File: config.mk
export PLATFORM = sky130hd
export DESIGN_NAME = standard_to_fwft_fifo_flat
export DESIGN_NICKNAME = d
export VERILOG_FILES = /design/src/rtl/standard_to_fwft_fifo_if.sv /design/src/rtl/standard_to_fwft_fifo.sv /design/src/flat_wrapper.sv
export SDC_FILE = /design/constraint.sdc
export NUM_CORES = 1
export LEC_CHECK = 0
export ABC_AREA = 1
export CAP_MARGIN = 10
export CORE_ASPECT_RATIO = 1.25
export CORE_MARGIN = 1.5
export CORE_UTILIZATION = 45
export DETAILED_ROUTE_END_ITERATION = 12
export GPL_ROUTABILITY_DRIVEN = 0
export PLACE_DENSITY = 0.61
export SLEW_MARGIN = 20
export SYNTH_ARGS = -nofsm -noshare
export SYNTH_HDL_FRONTEND = slang
export SYNTH_SLANG_ARGS = --single-unit
File: constraint.sdc
create_clock -name clk -period 2.3 [get_ports clk]
set_input_delay 0.46 -clock clk [delete_from_list [all_inputs] [get_ports clk]]
set_output_delay 0.46 -clock clk [all_outputs]
set_load 0.02 [all_outputs]
File: src/rtl/standard_to_fwft_fifo_if.sv
// ---------------------------------------------------------------------------
// fifo_if : handshake bundle for the FWFT FIFO.
//   fifo_din    producer write data
//   fifo_wr_en  producer write request
//   fifo_rd_en  consumer pop / acknowledge of the current head
//   fifo_dout   current head word, valid while fifo_empty is low
//   fifo_full   no further writes accepted
//   fifo_empty  no valid word on fifo_dout
// master : the producer/consumer side driving requests.
// slave  : the FIFO itself.
// ---------------------------------------------------------------------------
interface fifo_if #(
  parameter int DATA_WIDTH = 8
);
  logic [DATA_WIDTH-1:0] fifo_din;
  logic                  fifo_wr_en;
  logic                  fifo_rd_en;
  logic [DATA_WIDTH-1:0] fifo_dout;
  logic                  fifo_full;
  logic                  fifo_empty;

  modport master (
    output fifo_din, fifo_wr_en, fifo_rd_en,
    input  fifo_dout, fifo_full, fifo_empty
  );

  modport slave (
    input  fifo_din, fifo_wr_en, fifo_rd_en,
    output fifo_dout, fifo_full, fifo_empty
  );
endinterface

File: src/rtl/standard_to_fwft_fifo.sv
// ---------------------------------------------------------------------------
// standard_to_fwft_fifo : first-word-fall-through FIFO built from a standard
// 2^ADDR_WIDTH-entry FIFO core followed by a one-entry output stage.
//   clk    sole clock, rising edge
//   reset  synchronous, active-high
//   bus    fifo_if.slave (din/wr_en in, rd_en pop in, dout/full/empty out)
// The head word is shown on fifo_dout without a read request; fifo_rd_en
// discards it and advances. Total storage is 2^ADDR_WIDTH + 1 words.
// ---------------------------------------------------------------------------
module standard_to_fwft_fifo #(
  parameter int DATA_WIDTH = 8,
  parameter int ADDR_WIDTH = 4
) (
  input  logic    clk,
  input  logic    reset,
  fifo_if.slave   bus
);
  localparam int DEPTH = 1 << ADDR_WIDTH;

  logic [DATA_WIDTH-1:0] mem [DEPTH];

  logic [ADDR_WIDTH:0]   wptr_q, wptr_d;
  logic [ADDR_WIDTH:0]   rptr_q, rptr_d;
  logic                  valid_q, valid_d;
  logic [DATA_WIDTH-1:0] dout_q, dout_d;

  logic core_empty;
  logic core_full;
  logic wr_ok;
  logic core_rd;

  always_comb begin
    core_empty = (wptr_q == rptr_q);
    // Extra pointer MSB distinguishes a full core from an empty one.
    core_full  = (wptr_q[ADDR_WIDTH] != rptr_q[ADDR_WIDTH]) &&
                 (wptr_q[ADDR_WIDTH-1:0] == rptr_q[ADDR_WIDTH-1:0]);
    wr_ok      = bus.fifo_wr_en && !core_full;
    // Refill the output stage whenever it is empty or being popped.
    core_rd    = !core_empty && (!valid_q || bus.fifo_rd_en);

    wptr_d  = wptr_q;
    rptr_d  = rptr_q;
    valid_d = valid_q;
    dout_d  = dout_q;

    if (wr_ok) begin
      wptr_d = wptr_q + (ADDR_WIDTH+1)'(1);
    end

    if (core_rd) begin
      rptr_d  = rptr_q + (ADDR_WIDTH+1)'(1);
      dout_d  = mem[rptr_q[ADDR_WIDTH-1:0]];
      valid_d = 1'b1;
    end else if (bus.fifo_rd_en) begin
      // Popping the last word: dout keeps its stale value, only valid drops.
      valid_d = 1'b0;
    end
  end

  // Storage array carries no reset; contents are meaningless until written.
  always_ff @(posedge clk) begin
    if (wr_ok) begin
      mem[wptr_q[ADDR_WIDTH-1:0]] <= bus.fifo_din;
    end
  end

  always_ff @(posedge clk) begin
    if (reset) begin
      wptr_q  <= '0;
      rptr_q  <= '0;
      valid_q <= 1'b0;
      dout_q  <= '0;
    end else begin
      wptr_q  <= wptr_d;
      rptr_q  <= rptr_d;
      valid_q <= valid_d;
      dout_q  <= dout_d;
    end
  end

  assign bus.fifo_dout  = dout_q;
  assign bus.fifo_empty = !valid_q;
  assign bus.fifo_full  = core_full;

endmodule

File: src/flat_wrapper.sv
// flat-port wrapper written by rule: the top's interface ports become plain ports
module standard_to_fwft_fifo_flat 
#(
  parameter int DATA_WIDTH = 8,
  parameter int ADDR_WIDTH = 4
)
  (clk, reset, bus_fifo_din, bus_fifo_wr_en, bus_fifo_rd_en, bus_fifo_dout, bus_fifo_full, bus_fifo_empty);
  fifo_if #(.DATA_WIDTH(DATA_WIDTH)) bus_i ();
  input  logic clk;
  input  logic reset;
  input wire logic [$bits(bus_i.fifo_din)-1:0] bus_fifo_din;
  input wire logic [$bits(bus_i.fifo_wr_en)-1:0] bus_fifo_wr_en;
  input wire logic [$bits(bus_i.fifo_rd_en)-1:0] bus_fifo_rd_en;
  output wire logic [$bits(bus_i.fifo_dout)-1:0] bus_fifo_dout;
  output wire logic [$bits(bus_i.fifo_full)-1:0] bus_fifo_full;
  output wire logic [$bits(bus_i.fifo_empty)-1:0] bus_fifo_empty;
  assign bus_i.fifo_din = bus_fifo_din;
  assign bus_i.fifo_wr_en = bus_fifo_wr_en;
  assign bus_i.fifo_rd_en = bus_fifo_rd_en;
  assign bus_fifo_dout = bus_i.fifo_dout;
  assign bus_fifo_full = bus_i.fifo_full;
  assign bus_fifo_empty = bus_i.fifo_empty;
  standard_to_fwft_fifo #(.DATA_WIDTH(DATA_WIDTH), .ADDR_WIDTH(ADDR_WIDTH)) u_core (.clk(clk), .reset(reset), .bus(bus_i));
endmodule
==> qor.yml, run 1 <==
outcome:
  outcome: "finished clean"
clock_tree:
  clk_path_buf_depth: 2
  cts.sinks: 147
  htreeDepth: 4
  numCtsBuffers: 17
  clockRootBuffer: "clkbuf_16"
  clock_latency_ns: 0.42
  clkTransAtPathRegs_ns: 0.06
  postCtsHoldBufs: 0
  cts_tree: "done"
  cts_setup_buffers: 0
setup_path:
  crit_family: "buffers and inverters"
  cp_max_fo: 9
  cp.arrival_ns: 1.71
  crit_chain: "inv_2 -> nand2_1 -> nand2_1 -> nor2_2 -> nand3b_2 -> inv_2 -> clkdlybuf4s15_1"
  critPathLaunchType: "flop"
  cp_slowest_stage_delay_ns: 0.40
  worstSetupPathType: "flop to primary output"
  cp_num_buf_inv: 3
  reg2reg_slack_ns: 0.41
  required_ns: 1.84
  endpoint_kind: "primary output"
  crit_path_top_delay_cell: "dfxtp_1"
yosys:
  yosysTopAreaCell: "edfxtp_1"
  ys.flop_type: "edfxtp_1"
  syn_area_um2: 6410
  synth.top_cell.area_share_pct: 59.96
  synthCells: 650
  avgSynthCellArea_um2: 9.861
  yosys_warnings: 0
  async_flop_share_pct: 0
  synth.most_common_cell: "nand2_1"
  ys_seq_elements: 147
  syn_nets: 667
  synth_edf_count: 128
  synth_commonest_cells: "nand2_1 (147), edfxtp_1 (128), nor2_1 (97), inv_1 (85), nand3_1 (66)"
  yosysUniqueCellTypes: 24
  yosysSeqAreaShare_pct: 65.90
  synth_area_leaders: "edfxtp_1 (60%), nand2_1 (8.6%), dfxtp_1 (5.9%), nor2_1 (5.7%), nand3_1 (5.2%)"
floorplanning:
  core_um2: 13870
  io_pins: 22
  row_count: 48
  die_w_um: 109.8
  initial_core_util_pct: 46.20
  die_h_um: 136.4
  dieArea_um2: 14970
timing:
  slew_headroom_pct: 55.84
  fin_crit_sh_pct: 94.26
  fin_crit_ns: 2.168
  fmax_ghz: 0.4613
  setup_violations: 0
  finalHoldViolations: 0
  tns_ns: 0
  rsz0062_at_grt: "false"
  maxSlewViolCount: 0
  tightest_slew_ns: 0.6624
  fin_skew_ns: 0.01041
cells_and_area:
  diodes: 0
  final_cells: 884
  area_growth_pct: 17.28
  final_core_util_pct: 54.18
  nets: 713
  layout-drive-gt1-share_pct: 12.13
grt:
  grtUsageTotal_pct: 21.01
  grt_pass1_vias: 4347
  antenna_found_initial: 0
  grt_max_degree: 66
  grt-ovfl-total: 0
  grt_pass1_wl_um: 23000
power:
  leakage_nw: 3.124
  power_density_nw_per_um2: 1035
  ir_drop_uv: 974.8
routing:
  ant_nets: 0
  wl_um: 14620
  wire_per_inst_um: 16.54
  drc_errors: 0
  dr.pass1.iters: 5
  routed-via-count: 4441
  routed_via_density: 5.024
  drt_iter0_markers: 387
flow_run:
  maxCapViolCount: 0
placed_design:
  place_inst: 852
  place_hpwl_um: 9454
  portBuffers: 21
worst_hold_path:
  worstHoldPathType: "flop to flop"
-- report_power, final --
part / total [W] / switching, W / internal [W] / leakage [nW]
sequential: 0.00307 / 0.0000615 / 0.00301 / 1.31
combinational: 0.00210 / 0.00144 / 0.000656 / 1.54
clock: 0.00261 / 0.00111 / 0.00150 / 0.265
total: 0.00778 / 0.00261 / 0.00517 / 3.12
-- stage by stage --
stage	power [W]	hold slack [ns]	instance area, um^2	setup slack (ns)
after detailed placement	0.005220	0.4940	6952	0.2098
final	0.007778	0.5026	7517	0.1321
after CTS	0.007813	0.5046	7513	0.06105
after global placement	0.005210	0.4874	6952	0.2468
after floorplan	0.004587	0.4651	6410	0.4152
after global routing	0.008163	0.5352	7517	0.02658
-- state kept, by name (all words and copies together), names as in the netlist --
name,cells
u_core.rptr_q,5
u_core.mem,128
u_core.wptr_q,5
u_core.valid_q,1
u_core.bus.fifo_dout,8
-- cell type report --
cell class | count | area [um^2]
clock buffer | 18 | 429.2
clock inverter | 14 | 131.4
fill | 1221 | 6356
inverter | 94 | 352.8
multi-input combinational | 381 | 1689
sequential | 147 | 4230
tap | 175 | 219.0
timing repair buffer | 55 | 465.4
-- per-layer routing --
metal / vias to the layer above / track usage [%] / share of wire, %
met1: 2089 / 28.11 / 44
li1: 2194 / - / -
met3: 17 / 3.643 / 4.7
met5: - / 0 / 0
met2: 141 / 33.99 / 49
met4: 0 / 8.009 / 2.2
-- tightest hold or removal path, cell delays in order, from the launching register on --
cell	delay [ns]
dfxtp_1	0.33
nand2_1	0.07
a21oi_1	0.05
-- cells by family (layout without fill, tap and decap cells) --
logic type / Yosys count / in the layout / share of synthesized area, %
and+or+nand+nor: 318 / 318 / 20.44
DFF: 147 / 147 / 65.90
buffers and inverters: 122 / 181 / 7.749
AOI/OAI and AO/OA: 51 / 51 / 3.982
xor gates and xnor gates: 7 / 7 / 0.9565
adders and majority gates: 5 / 5 / 0.9760
-- cell usage in the layout (no fill, tap or decap) --
cell type	netlist	layout
or2_1	1	1
clkdlybuf4s50_1	0	20
clkinvlp_2	0	1
dfxtp_2	0	5
clkinv_2	0	2
clkbuf_16	0	17
ha_1	5	5
o21ai_1	18	18
inv_8	0	1
nor2_2	1	1
xor2_1	4	4
clkinvlp_4	0	3
nand3_1	66	66
o21ai_0	18	18
inv_2	9	9
nand3b_2	1	1
edfxtp_1	128	128
nand2_2	3	3
clkinv_4	0	3
nor2_4	1	1
xnor2_1	3	3
clkbuf_1	13	1
clkdlybuf4s15_1	0	1
inv_1	85	85
nand2_1	147	147
buf_4	1	34
nand3_2	1	1
inv_6	0	3
bufinv_16	0	1
dfxtp_1	19	14
nor2_1	97	97
a21oi_1	15	15
-- worst paths after layout --
path,startpoint,to,cells past startpoint
worst max-delay path,u_core.rptr_q[2],bus_fifo_full,7
worst min-delay path,u_core.rptr_q[3],u_core.rptr_q[3],2
worst max register to register,u_core.rptr_q[2],u_core.mem[12][6],10
worst min register to register,u_core.rptr_q[3],u_core.rptr_q[3],2
-- repair_timing --
action                                  CTS  global route
gates resized for setup                   3             3
endpoints found under the setup margin    1             1
pin swaps                                 0             0
Note: power is estimated with default switching activity, not from simulation.
==> run 2, diff against run 1 <==
- PLACE_DENSITY: 0.61 -> 0.65
==> qor.yml, run 2 (synthesis gave the netlist of run 1 again) <==
outcome:
  outcome: "finished clean"
setup_path:
  crit_family: "simple AND/OR/NAND/NOR gates"
  required_ns: 1.84  # about the same
  crit_top_cell: "nand2_1"
  cp.arrival_ns: 1.63  # -0.08 ns
  worstSetupPathType: "flop to primary output"
  cp_num_buf_inv: 3  # unchanged
  cp_max_fo: 6  # -3
  endpoint_kind: "primary output"
  crit_chain: "inv_1 -> nand2_1 -> nand2_1 -> nor2_4 -> nand3b_2 -> inv_2 -> clkbuf_2"
  cp_slowest_stage_delay_ns: 0.43  # +0.03 ns
  crit_path_top_delay_cell: "dfxtp_1"
  critPathLaunchType: "flop"
cells_and_area:
  layout_common_cells: "nand2_1 (147), edfxtp_1 (128), nor2_1 (97)"
  stdcell_area_um2: 7517  # unchanged
  area_growth_pct: 17.28  # unchanged
  diodes: 0  # unchanged
  nets: 713  # unchanged
  layout-drive-gt1-share_pct: 12.41  # +0.28 points
  largest_reg_flops: 128  # unchanged
  layout.cells.most_common: "nand2_1"
power:
  power.total_w: 0.007829  # +0.65%
  intPower_w: 0.005109  # -1.1%
  combPwrFrac_pct: 27.1  # about the same
  sw_frac_of_total_pct: 34.74  # +1.2 points
  leakage_nw: 3.130  # +0.18%
  seqPwrFrac_pct: 39.2  # -0.3 points
  power_density_nw_per_um2: 1041  # +0.65%
  p_switching_w: 0.002720  # +4.2%
  clkPwrFrac_pct: 33.7  # +0.2 points
  ir_drop_uv: 794.2  # -19%
timing:
  hold_slack_ns: 0.5054  # +0.002792 ns
  setup_violations: 0  # unchanged
  tns_ns: 0  # unchanged
  fin_crit_sh_pct: 91.07  # -3.2 points
  slew_headroom_pct: 56.15  # +0.31 points
  fin_skew_ns: 0.007767  # -0.002640 ns
  finalHoldViolations: 0  # unchanged
  fin_crit_ns: 2.095  # -0.07331 ns
  maxSlewViolCount: 0  # unchanged
  fmax_ghz: 0.4774  # +3.5%
  rsz0062_at_grt: "false"
  tightest_slew_ns: 0.6577  # -0.004664 ns
clock_tree:
  clockRootBuffer: "clkbuf_16"
  numCtsBuffers: 17  # unchanged
  clk_path_buf_depth: 2  # unchanged
  cts.sinks: 147  # unchanged
  htreeDepth: 4  # unchanged
  cts_tree: "done"
  clkTransAtPathRegs_ns: 0.07  # about the same
  cts_setup_buffers: 0  # unchanged
  clock_latency_ns: 0.42  # about the same
routing:
  wl_um: 15010  # +2.6%
  routed_via_density: 5.212  # +3.7%
  wl_met1_um: 6206  # -4.5%
  top_layer: "met4"
  dr.pass1.iters: 6  # +1
  drt_iter0_markers: 452  # +17%
  wl_met2_um: 7550  # +6.0%
  routed-via-count: 4607  # +3.7%
  wl_met3_um: 907  # +33%
  drc_errors: 0  # unchanged
  wire_per_inst_um: 16.98  # +2.6%
  ant_nets: 0  # unchanged
grt:
  grt_max_degree: 66  # unchanged
  grt_pass1_vias: 4544  # +4.5%
  grt_pass1_wl_um: 23430  # +1.8%
  grtUsageTotal_pct: 21.69  # +0.68 points
  antenna_found_initial: 0  # unchanged
  grt-ovfl-total: 0  # unchanged
flow_run:
  maxCapViolCount: 0  # unchanged
floorplanning:
  core_um2: 13870  # unchanged
  die_w_um: 109.8  # unchanged
  row_count: 48  # unchanged
  initial_core_util_pct: 46.20  # unchanged
  die_h_um: 136.4  # unchanged
  dieArea_um2: 14970  # unchanged
  io_pins: 22  # unchanged
placed_design:
  dpl_cell_area_um2: 6952  # unchanged
  place_hpwl_um: 9737  # +3.0%
  portBuffers: 21  # unchanged
worst_hold_path:
  worstHoldPathType: "flop to flop"
-- run 2: path summary, 6_finish.rpt --
kind | start | end | slack (ns) | depth (start not counted)
setup / recovery | u_core.wptr_q[1] | bus_fifo_full | 0.21 | 7
hold / removal | u_core.wptr_q[4] | u_core.wptr_q[4] | 0.51 | 2
setup reg to reg | u_core.rptr_q[2] | u_core.mem[9][5] | 0.37 | 10
hold reg to reg | u_core.wptr_q[4] | u_core.wptr_q[4] | 0.51 | 2
-- run 2: final cells by class --
type,instances,area (um^2)
sequential,147,4230
fill,1199,6356
tap,175,219.0
inverter,94,352.8
clock inverter,15,140.1
clock buffer,17,425.4
timing repair buffer,55,460.4
multi-input combinational,381,1689
-- run 2: power by group through the flow --
stage / registers, W / clock network, W / logic, W
after floorplan: 0.00318 / 0 / 0.00140
after global placement: 0.00313 / 0 / 0.00207
after detailed placement: 0.00313 / 0 / 0.00209
after CTS: 0.00307 / 0.00267 / 0.00210
after global routing: 0.00308 / 0.00278 / 0.00234
final: 0.00307 / 0.00264 / 0.00212
-- run 2: stage by stage --
stage / util, % / std cells / setup slack [ns]
CTS: 54.21 / 884 / 0.02245
finish: 54.18 / 884 / 0.2054
detailed placement: 50.11 / 852 / 0.1482
global route: 54.18 / 884 / 0.1075
global placement: 50.11 / 852 / 0.1912
floorplan: - / 650 / 0.4152
-- run 2: worst register-to-register path, stage by stage (launching register included) --
cell and delay [ns]:
dfxtp_2 0.36, inv_2 0.16, nand2_1 0.07, nand2_1 0.08
nor2_2 0.05, nand3b_2 0.13, nand2_2 0.08, inv_2 0.11
nand2_1 0.22, nor2_1 0.18, buf_4 0.19
-- run 2: layer usage --
| layer | GRT usage (%) | vias up |
|---|---|---|
| met4 | 8.802 | 0 |
| met5 | 0 | - |
| li1 | - | 2190 |
| met1 | 27.26 | 2199 |
| met2 | 36.13 | 187 |
| met3 | 4.650 | 31 |
-- run 2: repair_timing --
item                       4_1_cts  5_1_grt
cloned                           0        0
setup endpoints to repair        1        1
resized for setup                5        2
hold buffers                     0        0
